**config.mk**
```make
export PLATFORM = sky130hd
export DESIGN_NAME = sha1_block_writer
export DESIGN_NICKNAME = d
export VERILOG_FILES = /design/src/rtl/sha1_block_writer_pkg.sv /design/src/rtl/sha1_block_writer.sv
export SDC_FILE = /design/constraint.sdc
export NUM_CORES = 1
export LEC_CHECK = 0
export CAP_MARGIN = 20
export CORE_AREA = 2 2 401 403
export CTS_CLUSTER_SIZE = 40
export DETAILED_ROUTE_END_ITERATION = 6
export DIE_AREA = 0 0 403 405
export PLACE_DENSITY = 0.52
export SLEW_MARGIN = 20
export SYNTH_ARGS = -nofsm -noshare
export SYNTH_HDL_FRONTEND = slang
export SYNTH_SLANG_ARGS = --single-unit
export TNS_END_PERCENT = 5
```
**constraint.sdc**
```tcl
create_clock -name clk_i -period 1.8 [get_ports clk_i]
set_input_delay 0.54 -clock clk_i [delete_from_list [all_inputs] [get_ports clk_i]]
set_output_delay 0.54 -clock clk_i [all_outputs]
set_load 0.02 [all_outputs]
```
**src/rtl/sha1_block_writer_pkg.sv**
```systemverilog
// Shared widths and FSM state encoding for the sha1 block writer.
package sha_pkg;

    localparam int unsigned BlockWidth  = 512;
    localparam int unsigned DigestWidth = 160;

    typedef enum logic [2:0] {
        IDLE,
        REQ,
        RSP,
        START,
        WAIT,
        OUT
    } state_t;

endpackage

```
**src/rtl/sha1_block_writer.sv**
```systemverilog
// Bus initiator: writes one 512-bit block into the sha1 registers word by word,
// starts the hash, then forwards the returned digest on a valid/ready port.
module sha1_block_writer
    import sha_pkg::*;
#(
    parameter int unsigned          DataWidth = 64,
    parameter int unsigned          AddrWidth = 32,
    parameter int unsigned          DataBytes = DataWidth >> 3,
    parameter int unsigned          ByteAlign = 1,
    parameter logic [AddrWidth-1:0] BaseAddr  = '0
) (
    input  logic                   clk_i,
    input  logic                   rst_ni,
    input  logic                   blk_valid_i,
    output logic                   blk_ready_o,
    input  logic [BlockWidth-1:0]  blk_data_i,
    output logic [DataWidth-1:0]   m_reqdata_o,
    output logic [AddrWidth-1:0]   m_reqaddr_o,
    output logic                   m_reqvalid_o,
    output logic                   m_reqwrite_o,
    input  logic                   m_reqready_i,
    output logic [DataBytes-1:0]   m_reqstrobe_o,
    output logic                   m_rspready_o,
    input  logic                   m_rspvalid_i,
    input  logic [DataWidth-1:0]   m_rspdata_i,
    input  logic                   m_rsperror_i,
    output logic                   sha_process_o,
    output logic                   sha_digestack_o,
    input  logic [DigestWidth-1:0] sha_digest_i,
    input  logic                   sha_digestvalid_i,
    output logic                   dig_valid_o,
    input  logic                   dig_ready_i,
    output logic [DigestWidth-1:0] dig_data_o,
    output logic                   err_o
);

    localparam int unsigned NumWords = BlockWidth / DataWidth;
    localparam int unsigned CntW     = (NumWords > 1) ? $clog2(NumWords) : 1;
    localparam logic [CntW-1:0] LastCnt = CntW'(NumWords - 1);
    localparam logic [AddrWidth-1:0] Stride =
        (ByteAlign != 0) ? AddrWidth'(DataBytes) : AddrWidth'(1);

    state_t                  state;
    logic [CntW-1:0]         cnt;
    logic [BlockWidth-1:0]   blk_q;
    logic [CntW-1:0]         next_cnt;
    logic [DataWidth-1:0]    next_word;
    logic [AddrWidth-1:0]    next_addr;
    logic                    unused_rspdata;

    assign unused_rspdata = ^m_rspdata_i;

    always_comb begin
        next_cnt  = cnt + CntW'(1);
        next_word = blk_q[int'(next_cnt) * DataWidth +: DataWidth];
        next_addr = BaseAddr + AddrWidth'(next_cnt) * Stride;
    end

    // Acknowledge must coincide with the digest-valid cycle, so it is decoded
    // from the registered state rather than registered itself.
    assign sha_digestack_o = (state == WAIT) && sha_digestvalid_i;

    always_ff @(posedge clk_i or negedge rst_ni) begin
        if (!rst_ni) begin
            state         <= IDLE;
            cnt           <= '0;
            blk_q         <= '0;
            blk_ready_o   <= 1'b0;
            m_reqdata_o   <= '0;
            m_reqaddr_o   <= '0;
            m_reqvalid_o  <= 1'b0;
            m_reqwrite_o  <= 1'b0;
            m_reqstrobe_o <= '0;
            m_rspready_o  <= 1'b0;
            sha_process_o <= 1'b0;
            dig_valid_o   <= 1'b0;
            dig_data_o    <= '0;
            err_o         <= 1'b0;
        end else begin
            err_o         <= 1'b0;
            sha_process_o <= 1'b0;
            unique case (state)
                IDLE: begin
                    if (blk_ready_o && blk_valid_i) begin
                        blk_q         <= blk_data_i;
                        cnt           <= '0;
                        blk_ready_o   <= 1'b0;
                        m_reqdata_o   <= blk_data_i[DataWidth-1:0];
                        m_reqaddr_o   <= BaseAddr;
                        m_reqvalid_o  <= 1'b1;
                        m_reqwrite_o  <= 1'b1;
                        m_reqstrobe_o <= '1;
                        state         <= REQ;
                    end else begin
                        blk_ready_o <= 1'b1;
                    end
                end
                REQ: begin
                    if (m_reqready_i) begin
                        m_reqvalid_o  <= 1'b0;
                        m_reqwrite_o  <= 1'b0;
                        m_reqstrobe_o <= '0;
                        m_rspready_o  <= 1'b1;
                        state         <= RSP;
                    end
                end
                RSP: begin
                    if (m_rspvalid_i) begin
                        m_rspready_o <= 1'b0;
                        if (m_rsperror_i) begin
                            err_o       <= 1'b1;
                            blk_ready_o <= 1'b1;
                            state       <= IDLE;
                        end else if (cnt == LastCnt) begin
                            sha_process_o <= 1'b1;
                            state         <= START;
                        end else begin
                            cnt           <= next_cnt;
                            m_reqdata_o   <= next_word;
                            m_reqaddr_o   <= next_addr;
                            m_reqvalid_o  <= 1'b1;
                            m_reqwrite_o  <= 1'b1;
                            m_reqstrobe_o <= '1;
                            state         <= REQ;
                        end
                    end
                end
                START: state <= WAIT;
                WAIT: begin
                    if (sha_digestvalid_i) begin
                        dig_data_o  <= sha_digest_i;
                        dig_valid_o <= 1'b1;
                        state       <= OUT;
                    end
                end
                OUT: begin
                    if (dig_ready_i) begin
                        dig_valid_o <= 1'b0;
                        blk_ready_o <= 1'b1;
                        state       <= IDLE;
                    end
                end
                default: state <= IDLE;
            endcase
        end
    end

endmodule

```
==> metrics.yaml, run 1 <==
yosys:
  syn_area_per_cell_sq_um: 16.4
  synth_area_sq_mm: 0.0324
  synth_largest_area_cell: "dfrtp_1"
  synthCells: 1972
  ys.warnings.count: 0
  synth.top_cell.area_share_pct: 57.8
  synth_area_leaders: "dfrtp_1 (58%), mux2_1 (19%), mux4_2 (8.9%)"
  synth_compound_area_share_pct: 2.77
  synth-edff-count: 0
  yosys_most_used_dff: "dfrtp_1"
  synth_xor_area_share_pct: 0
  synth.distinct_cells: 36
  synth.area.mux_share_pct: 34.2
  synthTopCellsByCount: "dfrtp_1 (748), mux2_1 (549), mux4_2 (128)"
  ys_ff_latch: 748
  yosysMostFrequentCell: "dfrtp_1"
  synth-async-reset-ratio_pct: 100
  yosysSeqAreaShare_pct: 57.8
  synth_top_family_by_area: "multiplexers"
  synthAdderAreaFrac_pct: 0.0772
  synth-simple-area-share_pct: 0.645
run:
  maxCapViolCount: 0
floorplanning:
  core_sq_mm: 0.159
  fp.dieH_um: 405
  row_count: 147
  fp.dieArea_sq_mm: 0.163
  die_width_um: 403
  pin_count: 1016
  start_util_pct: 20.3
route:
  first_pass_iters: 5
  vias: 21800
  drc: 0
  post_drt_wl_per_cell_um: 24.3
  drt_iter0_markers: 1114
  postRouteAntennaNets: 0
  routed_wirelength_mm: 127
  via_per_inst: 4.18
placement:
  dpl.hpwl_mm: 94.4
  place_inst: 4985
  pre_cts_ws_ns: -0.885
  portBuffers: 922
  globalplace.congestion: 0.820
global_route:
  grt_max_degree: 75
  gr-usage-all-layers_pct: 14.5
  antenna_found_initial: 50
  grt_pass1_vias: 22800
  grt_pass1_wl_mm: 170
  grt_overflow_total: 0
run_status:
  status: "finished, violations left"
  violations: "negative setup slack"
critical_path:
  cpPeakStageDelay_ns: 0.40
  timing.rr.start: "m_reqaddr_o[3]"
  r2r-end: "m_reqdata_o[33]"
  cp_top_family: "flip-flops"
  ff2ff_path_depth: 6
  cp_slowest_cell: "dfrtp_1"
  crit_chain: "buf_6 -> nor3_4 -> buf_12 -> buf_8"
  required_ns: 1.26
  cp_max_fo: 2
  cp-end-kind: "output pin"
  worstSetupPathType: "register to output pin"
  cp-start-kind: "register"
  critPathBufInv: 3
  ff2ff_setup_slack_ns: -0.39
  crit_arrival_ns: 1.67
clocking:
  cts_buffers: 91
  cts_tree: "done"
  clkTransAtPathRegs_ns: 0.06
  clk_path_buf_depth: 3
  root_buffer: "clkbuf_16"
  clk_latency_ns: 0.69
  cts.sinks: 748
  ctsHtreeMaxLevel: 3
sta:
  fmaxAchievable_ghz: 0.453
  rsz0062_at_grt: "yes"
  worstMarginPinSlew_ns: 0.840
  hold_viol: 0
  slew_headroom_pct: 44.0
  finalCriticalPeriod_ns: 2.21
  final-setup-viol-count: 804
  maxSlewViolCount: 0
  post-route-period-util_pct: 123
  finClkSkew_ns: 0.0256
  worst_slack_ns: -0.408
pwr:
  peakVddDrop_mv: 0.816
  combPwrFrac_pct: 42.2
  switching_share_pct: 32.9
  leakagePower_nw: 20.8
  total_power_w: 0.0856
  p_switching_w: 0.0281
  power_frac_clock_pct: 22.0
  power.share.sequential_pct: 35.8
  p_int_w: 0.0575
  power_density_mw_per_mm2: 1720
min_path:
  hp-class: "input port to asynchronous set/reset pin"
final_layout:
  final_nets: 3787
  synthToLayoutAreaGrowth_pct: 53.2
  final_layout_size_suffix_gt1_share_pct: 31.7
  fin_cells: 5214
  fill_cells: 15900
==> registers in the layout (all words and copies together) (netlist names) <==
name / cells
m_rspready_o: 1
sha_process_o: 1
blk_ready_o: 1
err_o: 1
m_reqdata_o: 64
dig_valid_o: 1
m_reqstrobe_o: 1
blk_q: 512
m_reqaddr_o: 3
state: 3
dig_data_o: 160
==> cells in the final DEF, fill, tap and decap left out, types with 17 or more instances in the layout <==
cell,instances
clkbuf_16,106
dlygate4sd2_1,131
buf_12,66
mux4_2,128
o21ai_1,64
a22oi_1,64
mux2_1,291
clkbuf_1,21
diode_2,17
buf_4,83
mux2_4,281
dfrtp_1,734
clkbuf_8,17
mux2i_1,61
clkdlybuf4s50_1,677
mux2_2,100
clkinv_2,17
conb_1,29
buf_6,79
buf_2,51
==> stage by stage <==
step / hold WS (ns) / utilization, % / setup TNS [ns] / instance area (sq um)
final: 0.346 / 31.2 / -187.79 / 49600
after global routing: 0.290 / 31.2 / -260.66 / 49600
after CTS: 0.252 / 29.9 / -273.94 / 47600
after detailed placement: 0.445 / 28.1 / -544.25 / 44700
after global placement: 0.444 / 28.1 / -543.17 / 44700
after floorplan: 0.244 / - / -5.44 / 32700
==> layout make-up <==
cell class	instances	area (sq um)	share of cell area, %
inverter	1	3.75	0.00756
antenna	17	42.5	0.0857
tap	2086	2610	5.26
clock buffer	130	2620	5.27
multi-input combinational	1078	13500	27.1
timing repair buffer	1121	11800	23.7
sequential	748	18700	37.7
clock inverter	33	422	0.849
==> logic make-up (layout without fill, tap and decap cells) <==
logic type | count (synthesis) | after routing
AO/OA/AOI/OAI | 144 | 144
adder cells (fa/ha/maj) | 2 | 2
buffers and inverters | 174 | 1285
flip-flops | 748 | 748
multiplexers | 864 | 864
other | 1 | 46
AND/OR/NAND/NOR | 39 | 39
==> metal layers <==
layer	track usage [%]	wire length [um]
met5	0.297	308
met4	4.04	2690
met3	4.63	8440
met2	22.8	58800
met1	19.2	56300
==> power by group through the flow <==
stage          combinational (W)  sequential (W)  clock [W]
5_1_grt                   0.0384          0.0317     0.0201
2_1_floorplan             0.0171          0.0315          0
3_3_place_gp              0.0315          0.0305          0
4_1_cts                   0.0310          0.0304     0.0195
6_report                  0.0361          0.0306     0.0188
3_5_place_dp              0.0319          0.0307          0
==> how the worst max path moves through the flow <==
stage	from	end	slack, ns	depth (start not counted)
detailed placement	blk_valid_i	blk_q[187]	-0.89	6
global route	state[1]	sha_digestack_o	-0.53	4
CTS	state[1]	sha_digestack_o	-0.48	4
finish	state[1]	sha_digestack_o	-0.41	4
floorplan	m_reqaddr_o[4]	m_reqdata_o[19]	-0.09	6
global placement	blk_valid_i	blk_q[508]	-0.88	6
==> timing repair <==
item                                   in CTS  in global routing
endpoints found under the hold margin      34                  0
setup endpoints to repair                 822                918
gates resized for setup                   670                426
pin swaps                                   2                  3
buffers inserted                           19                  5
hold buffers                                1                  0
cloned                                      0                 24
Note: power is estimated with default switching activity, not from simulation.
==> run 2, diff against run 1 <==
- GPL_ROUTABILITY_DRIVEN: unset -> 0
- REMOVE_ABC_BUFFERS: unset -> 1
==> metrics.yaml, run 2 (same netlist as run 1, synthesis figures left out) <==
sta:
  final-setup-viol-count: 608  # -24%
  slew_headroom_pct: 59.4  # +15 points
  post-route-period-util_pct: 126  # +3.6 points
  finClkSkew_ns: 0.0408  # +0.0151 ns
  hold_viol: 0  # unchanged
  hold_ws_ns: 0.432  # +0.0865 ns
  maxSlewViolCount: 0  # unchanged
  finalCriticalPeriod_ns: 2.27  # +0.0640 ns
  fmaxAchievable_ghz: 0.440  # -2.8%
  rsz0062_at_grt: "yes"
  worst_slack_ns: -0.472  # -0.0640 ns
  worstMarginPinSlew_ns: 0.609  # -0.231 ns
route:
  drt_iter0_markers: 928  # -17%
  top_layer: "met5"
  vias: 21200  # -2.9%
  wl_met2_mm: 58.0  # -1.5%
  wl_met1_mm: 49.9  # -11%
  first_pass_iters: 4  # -1
  postRouteAntennaNets: 0  # unchanged
  met3_length_mm: 7.02  # -17%
  post_drt_wl_per_cell_um: 22.6  # -6.7%
  via_per_inst: 4.06  # -2.9%
  drc: 0  # unchanged
  routed_wirelength_mm: 118  # -6.7%
critical_path:
  cp-end-kind: "register"
  critical_path.startpoint: "m_reqaddr_o[3]"
  cp_slowest_cell: "mux4_2"
  critPathBufInv: 3  # unchanged
  worstSetupPathType: "register to register"
  crit_arrival_ns: 2.84  # +1.17 ns
  timing.rr.start: "m_reqaddr_o[3]"
  cp-start-kind: "register"
  cpPeakStageDelay_ns: 0.58  # +0.18 ns
  crit_chain: "ha_4 -> buf_12 -> clkbuf_16 -> mux4_2 -> mux2i_4 -> buf_6 -> o21ai_2"
  required_ns: 2.37  # +1.11 ns
  cp_max_fo: 5  # +3
  cp_top_family: "multiplexers"
floorplanning:
  row_count: 147  # unchanged
  fp.dieH_um: 405  # unchanged
  start_util_pct: 20.3  # unchanged
  core_sq_mm: 0.159  # unchanged
  pin_count: 1016  # unchanged
  die_width_um: 403  # unchanged
  fp.dieArea_sq_mm: 0.163  # unchanged
global_route:
  grt_overflow_total: 0  # unchanged
  grt_pass1_wl_mm: 165  # -2.9%
  antenna_found_initial: 47  # -6.0%
  grt_pass1_vias: 22800  # +0.14%
  grt_max_degree: 71  # -5.3%
  gr-usage-all-layers_pct: 14.0  # -0.57 points
final_layout:
  regMostFlops: "blk_q"
  final_layout_size_suffix_gt1_share_pct: 27.2  # -4.5 points
  final_util_pct: 30.4  # -0.79 points
  final_nets: 3787  # unchanged
  layout.cells.most_common: "dfrtp_1"
  fill_cells: 16000  # +0.63%
  final_cell_mix: "dfrtp_1 (743), clkdlybuf4s50_1 (678), mux2_1 (546)"
  reg_top3: "blk_q x512, dig_data_o x160, m_reqdata_o x64"
  design_area_sq_mm: 0.0484  # -2.5%
  synthToLayoutAreaGrowth_pct: 49.4
  largest_reg_flops: 512  # unchanged
  fin_cells: 5212  # -0.038%
min_path:
  hp-class: "input port to register"
  hp-start: "sha_digest_i[74]"
pwr:
  leakagePower_nw: 19.8  # -4.8%
  power.share.sequential_pct: 37.4  # +1.6 points
  power_frac_clock_pct: 23.0  # +1.0 points
  switching_share_pct: 33.1  # +0.26 points
  combPwrFrac_pct: 39.6  # -2.6 points
  peakVddDrop_mv: 0.757  # -7.3%
  p_switching_w: 0.0268  # -4.7%
  p_int_w: 0.0541  # -5.8%
  power_density_mw_per_mm2: 1670  # -3.0%
clocking:
  cts_tree: "done"
  cts_buffers: 91  # unchanged
  cts.sinks: 748  # unchanged
  clk_path_buf_depth: 3  # unchanged
  root_buffer: "clkbuf_16"
  clkTransAtPathRegs_ns: 0.06  # about the same
  ctsHtreeMaxLevel: 3  # unchanged
  clk_latency_ns: 0.70  # about the same
run:
  maxCapViolCount: 0  # unchanged
run_status:
  status: "finished, violations left"
  violations: "negative setup slack"
placement:
  dpl.hpwl_mm: 89.8  # -4.9%
  place_inst: 4995  # +0.20%
  portBuffers: 922  # unchanged
  post_dp_cell_area_sq_mm: 0.0449  # +0.29%
[run 2: changes by cell type in the layout (fill, tap and decap cells not counted), moves of 10 or more]
cell             previous run  this run
o21ai_0                     7        31
mux2_1                    291       546
buf_6                      79       147
mux2_4                    281         5
buf_2                      51        92
mux2_2                    100       121
dlygate4sd2_1             131         4
buf_4                      83       103
o21ai_1                    64        39
clkdlybuf4s15_2             0        10
[run 2: worst paths after layout]
check | slack (ns) | end | cells after the start
setup / recovery | -0.47 | m_reqdata_o[6] | 7
hold / removal | 0.43 | dig_data_o[74] | 2
setup reg to reg | -0.47 | m_reqdata_o[6] | 7
hold reg to reg | 0.48 | dig_data_o[101] | 1
max in group asynchronous | 0.62 | dig_data_o[156] | 4
min in group asynchronous | 0.56 | dig_data_o[10] | 3
[run 2: power by group through the flow]
stage               combinational [W]  clock, W  sequential (W)
floorplan                     0.00990         0          0.0294
global placement               0.0314         0          0.0302
detailed placement             0.0318         0          0.0303
CTS                            0.0318    0.0192          0.0303
global route                   0.0345    0.0200          0.0313
finish                         0.0321    0.0186          0.0302
[run 2: layout make-up]
| cell class | instances | area, sq um | share of cell area (%) |
|---|---|---|---|
| multi-input cells | 1078 | 12400 | 25.7 |
| repair buffers | 1121 | 11500 | 23.8 |
| clock inverters | 18 | 265 | 0.548 |
| inverters | 1 | 3.75 | 0.00776 |
| clock buffers | 143 | 2780 | 5.74 |
| flip-flops and latches | 748 | 18700 | 38.7 |
| diodes | 17 | 42.5 | 0.0879 |
| well taps | 2086 | 2610 | 5.39 |
[run 2: routing by layer]
metal	GRT usage, %	vias up
met4	4.09	58
li1	-	9408
met5	0	-
met3	4.17	194
met2	23.1	592
met1	17.5	10900
[run 2: repair_timing]
| item | CTS | global route |
|---|---|---|
| pin swaps | 3 | 3 |
| endpoints found under the hold margin | 99 | 0 |
| setup buffers | 19 | 10 |
| endpoints found under the setup margin | 975 | 976 |
| resized for setup | 950 | 339 |
| cloned | 1 | 8 |
| hold buffers | 1 | 0 |
[run 2: metrics by stage]
step / setup slack [ns] / TNS (ns) / total power, W
after floorplan: -18.57 / - / 0.0393
after CTS: -0.506 / -205.72 / 0.0813
after detailed placement: -0.785 / -529.49 / 0.0621
after global placement: -0.791 / -528.89 / 0.0616
final: -0.472 / -108.66 / 0.0809
after global routing: -0.550 / -175.53 / 0.0858
==> run 3, diff against run 2 <==
- CAP_MARGIN: 20 -> 25
==> results of run 3 <==
Same layout as run 2: the final DEF is identical, and so are final timing and power.
==> RTL change, RTL diff (settings of run 3) <==
Change the package constant `BlockWidth` from 512 to 256.
--- a/src/rtl/sha1_block_writer_pkg.sv
+++ b/src/rtl/sha1_block_writer_pkg.sv
@@ -3,3 +3,3 @@
 
-    localparam int unsigned BlockWidth  = 512;
+    localparam int unsigned BlockWidth  = 256;
     localparam int unsigned DigestWidth = 160;
Interface: changed (resized blk_data_i); port bits go from 1016 to 760. No check against the original RTL was run, so the function may have changed too.
==> RTL change against run 3 <==
The run still ends with setup timing left. Sequential cell count is 257 lower. Sequential share of layout area decreased by 2.0 points. Largest power group unchanged. Count of clock-buffer cells in the layout shrank 55. Total power decreased by 24%. Design area fell by 31%. Core utilization shrank 9.4 points. Via count is 30% lower. Routed wire length fell by 23%. Highest routed layer unchanged. Largest cell class unchanged. Register-to-register slack better by 0.19 ns. Setup slack better by 0.14 ns. Synthesized area shrank 36%. Cell count decreased by 17%. Combinational power shrank 13%.
==> RTL change: results (changes against run 3) <==
| Metric | Value |
|---|---|
| Cell with the largest stage delay on the worst path | dfrtp_1 |
| Ratio of routed vias to standard cells | 3.43 (-15%) |
| Initial antenna violation count | 56 (+19%) |
| GRT Util Overall | 10.6% (-3.3 points) |
| Leading cell types by total area after synthesis | dfrtp_1 (60%), mux2_2 (23%), mux4_2 (7.0%) |
| Buffers on Ports | 665 (-28%) |
| Number of flip-flops under the largest register name | 256 (-50%) |
| Cell count after placement | 4171 (-16%) |
| Internal power | 0.0396 W (-27%) |
| CP delay by family, top | flip-flops |
| Worst-path fanout max | 3 (-2) |
| Max incr delay on CP | 0.41 ns (-0.17 ns) |
| Clock buffer count from CTS | 67 (-26%) |
| Final-layout fill cell count | 17100 (+6.9%) |
| Total number of vias | 14900 (-30%) |
| Number of global-route vias before repair | 15700 (-31%) |
| Arrival @ worst endpoint | 1.59 ns (-1.25 ns) |
| Worst supply voltage drop on vdd | 801 uV (+5.8%) |
| Clock network latency to the later pin of the worst-skew pair | 0.64 ns (-0.06 ns) |
| Drt first-iter violations | 585 (-37%) |
| Total setup violations reported at the end of the flow | 511 (-16%) |
| Violations in the final reports | setup timing |
| Final WS setup | -0.333 ns (+0.138 ns) |
| Result of the run | finished, violations left |
| Nets | 2679 (-29%) |
| Global-route wire length before repair | 122000 um (-26%) |
| Sequential fraction of the synthesis area | 59.6% (+1.9 points) |
| Standby leakage power | 13.7 nW (-31%) |
| Synth cell count leaders | dfrtp_1 (491), mux2_2 (416), nand2_1 (139) |
| Worst hold path class | input pin to async pin |
[RTL change: cell type report]
cell class	instances	area [um^2]	share of cell area [%]
antenna	10	25.0	0.0747
clock buffer	88	1870	5.58
clock inverter	22	290	0.867
inverter	2	7.51	0.0224
multi-input combinational	819	8170	24.4
sequential	491	12300	36.7
tap	2086	2610	7.79
timing repair buffer	809	8220	24.5
[RTL change: worst paths after layout]
check                                  endpoint  depth (start not counted)  slack (ns)      startpoint
max in group asynchronous       m_reqdata_o[10]                          4        0.58          rst_ni
worst max-delay path            sha_digestack_o                          4       -0.33        state[1]
min in group clk_i                   blk_q[241]                          1        0.50      blk_q[241]
worst min-delay path                 blk_q[135]                          2        0.30          rst_ni
worst max register to register  m_reqdata_o[56]                          9       -0.28  m_reqaddr_o[3]
worst min register to register       blk_q[241]                          1        0.50      blk_q[241]
[RTL change: power groups by stage]
stage	logic [W]	clock network, W	registers (W)
after floorplan	0.00944	0	0.0223
after global placement	0.0266	0	0.0200
after detailed placement	0.0267	0	0.0202
after CTS	0.0268	0.0139	0.0200
after global routing	0.0297	0.0143	0.0208
final	0.0278	0.0133	0.0201
[RTL change: per-layer routing]
layer  track usage (%)  routed length [um]  vias to the layer above  part of all wire, %
met5                 0                 285                        -                 0.32
met4              4.45                3020                       42                  3.3
met3              4.54                8300                      200                  9.2
met2              17.8               43800                      536                   48
met1              11.8               35000                     7523                   39
li1                  -                   -                     6555                    -
[RTL change: cell families (layout without fill, tap and decap cells)]
logic type	after synthesis	count (layout)	synth area share, %
other	1	40	0.0182
AO/OA/AOI/OAI	77	77	2.44
multiplexers	481	481	29.8
buffers and inverters	132	921	3.63
flip-flops	491	491	59.6
AND/OR/NAND/NOR	230	230	4.42
adder cells (fa/ha/maj)	1	1	0.0607
[RTL change: repair_timing]
| item | in CTS | in global routing |
|---|---|---|
| cloned | 6 | 6 |
| hold buffers | 1 | 0 |
| buffers inserted | 22 | 5 |
| hold endpoints to repair | 189 | 0 |
| gates resized for setup | 773 | 431 |
| pin swaps | 5 | 4 |
| endpoints found under the setup margin | 724 | 627 |
[RTL change: through the flow]
step / total power [W] / setup TNS [ns] / area (um^2) / utilization (%) / worst slack (ns)
after floorplan: 0.0317 / -3497.21 / 20000 / - / -9.93
after global placement: 0.0466 / -339.50 / 30600 / 19.2 / -0.921
after detailed placement: 0.0469 / -336.81 / 30600 / 19.2 / -0.908
after CTS: 0.0607 / -134.52 / 32900 / 20.7 / -0.462
after global routing: 0.0649 / -128.86 / 33500 / 21.0 / -0.438
final: 0.0612 / -79.50 / 33500 / 21.0 / -0.333
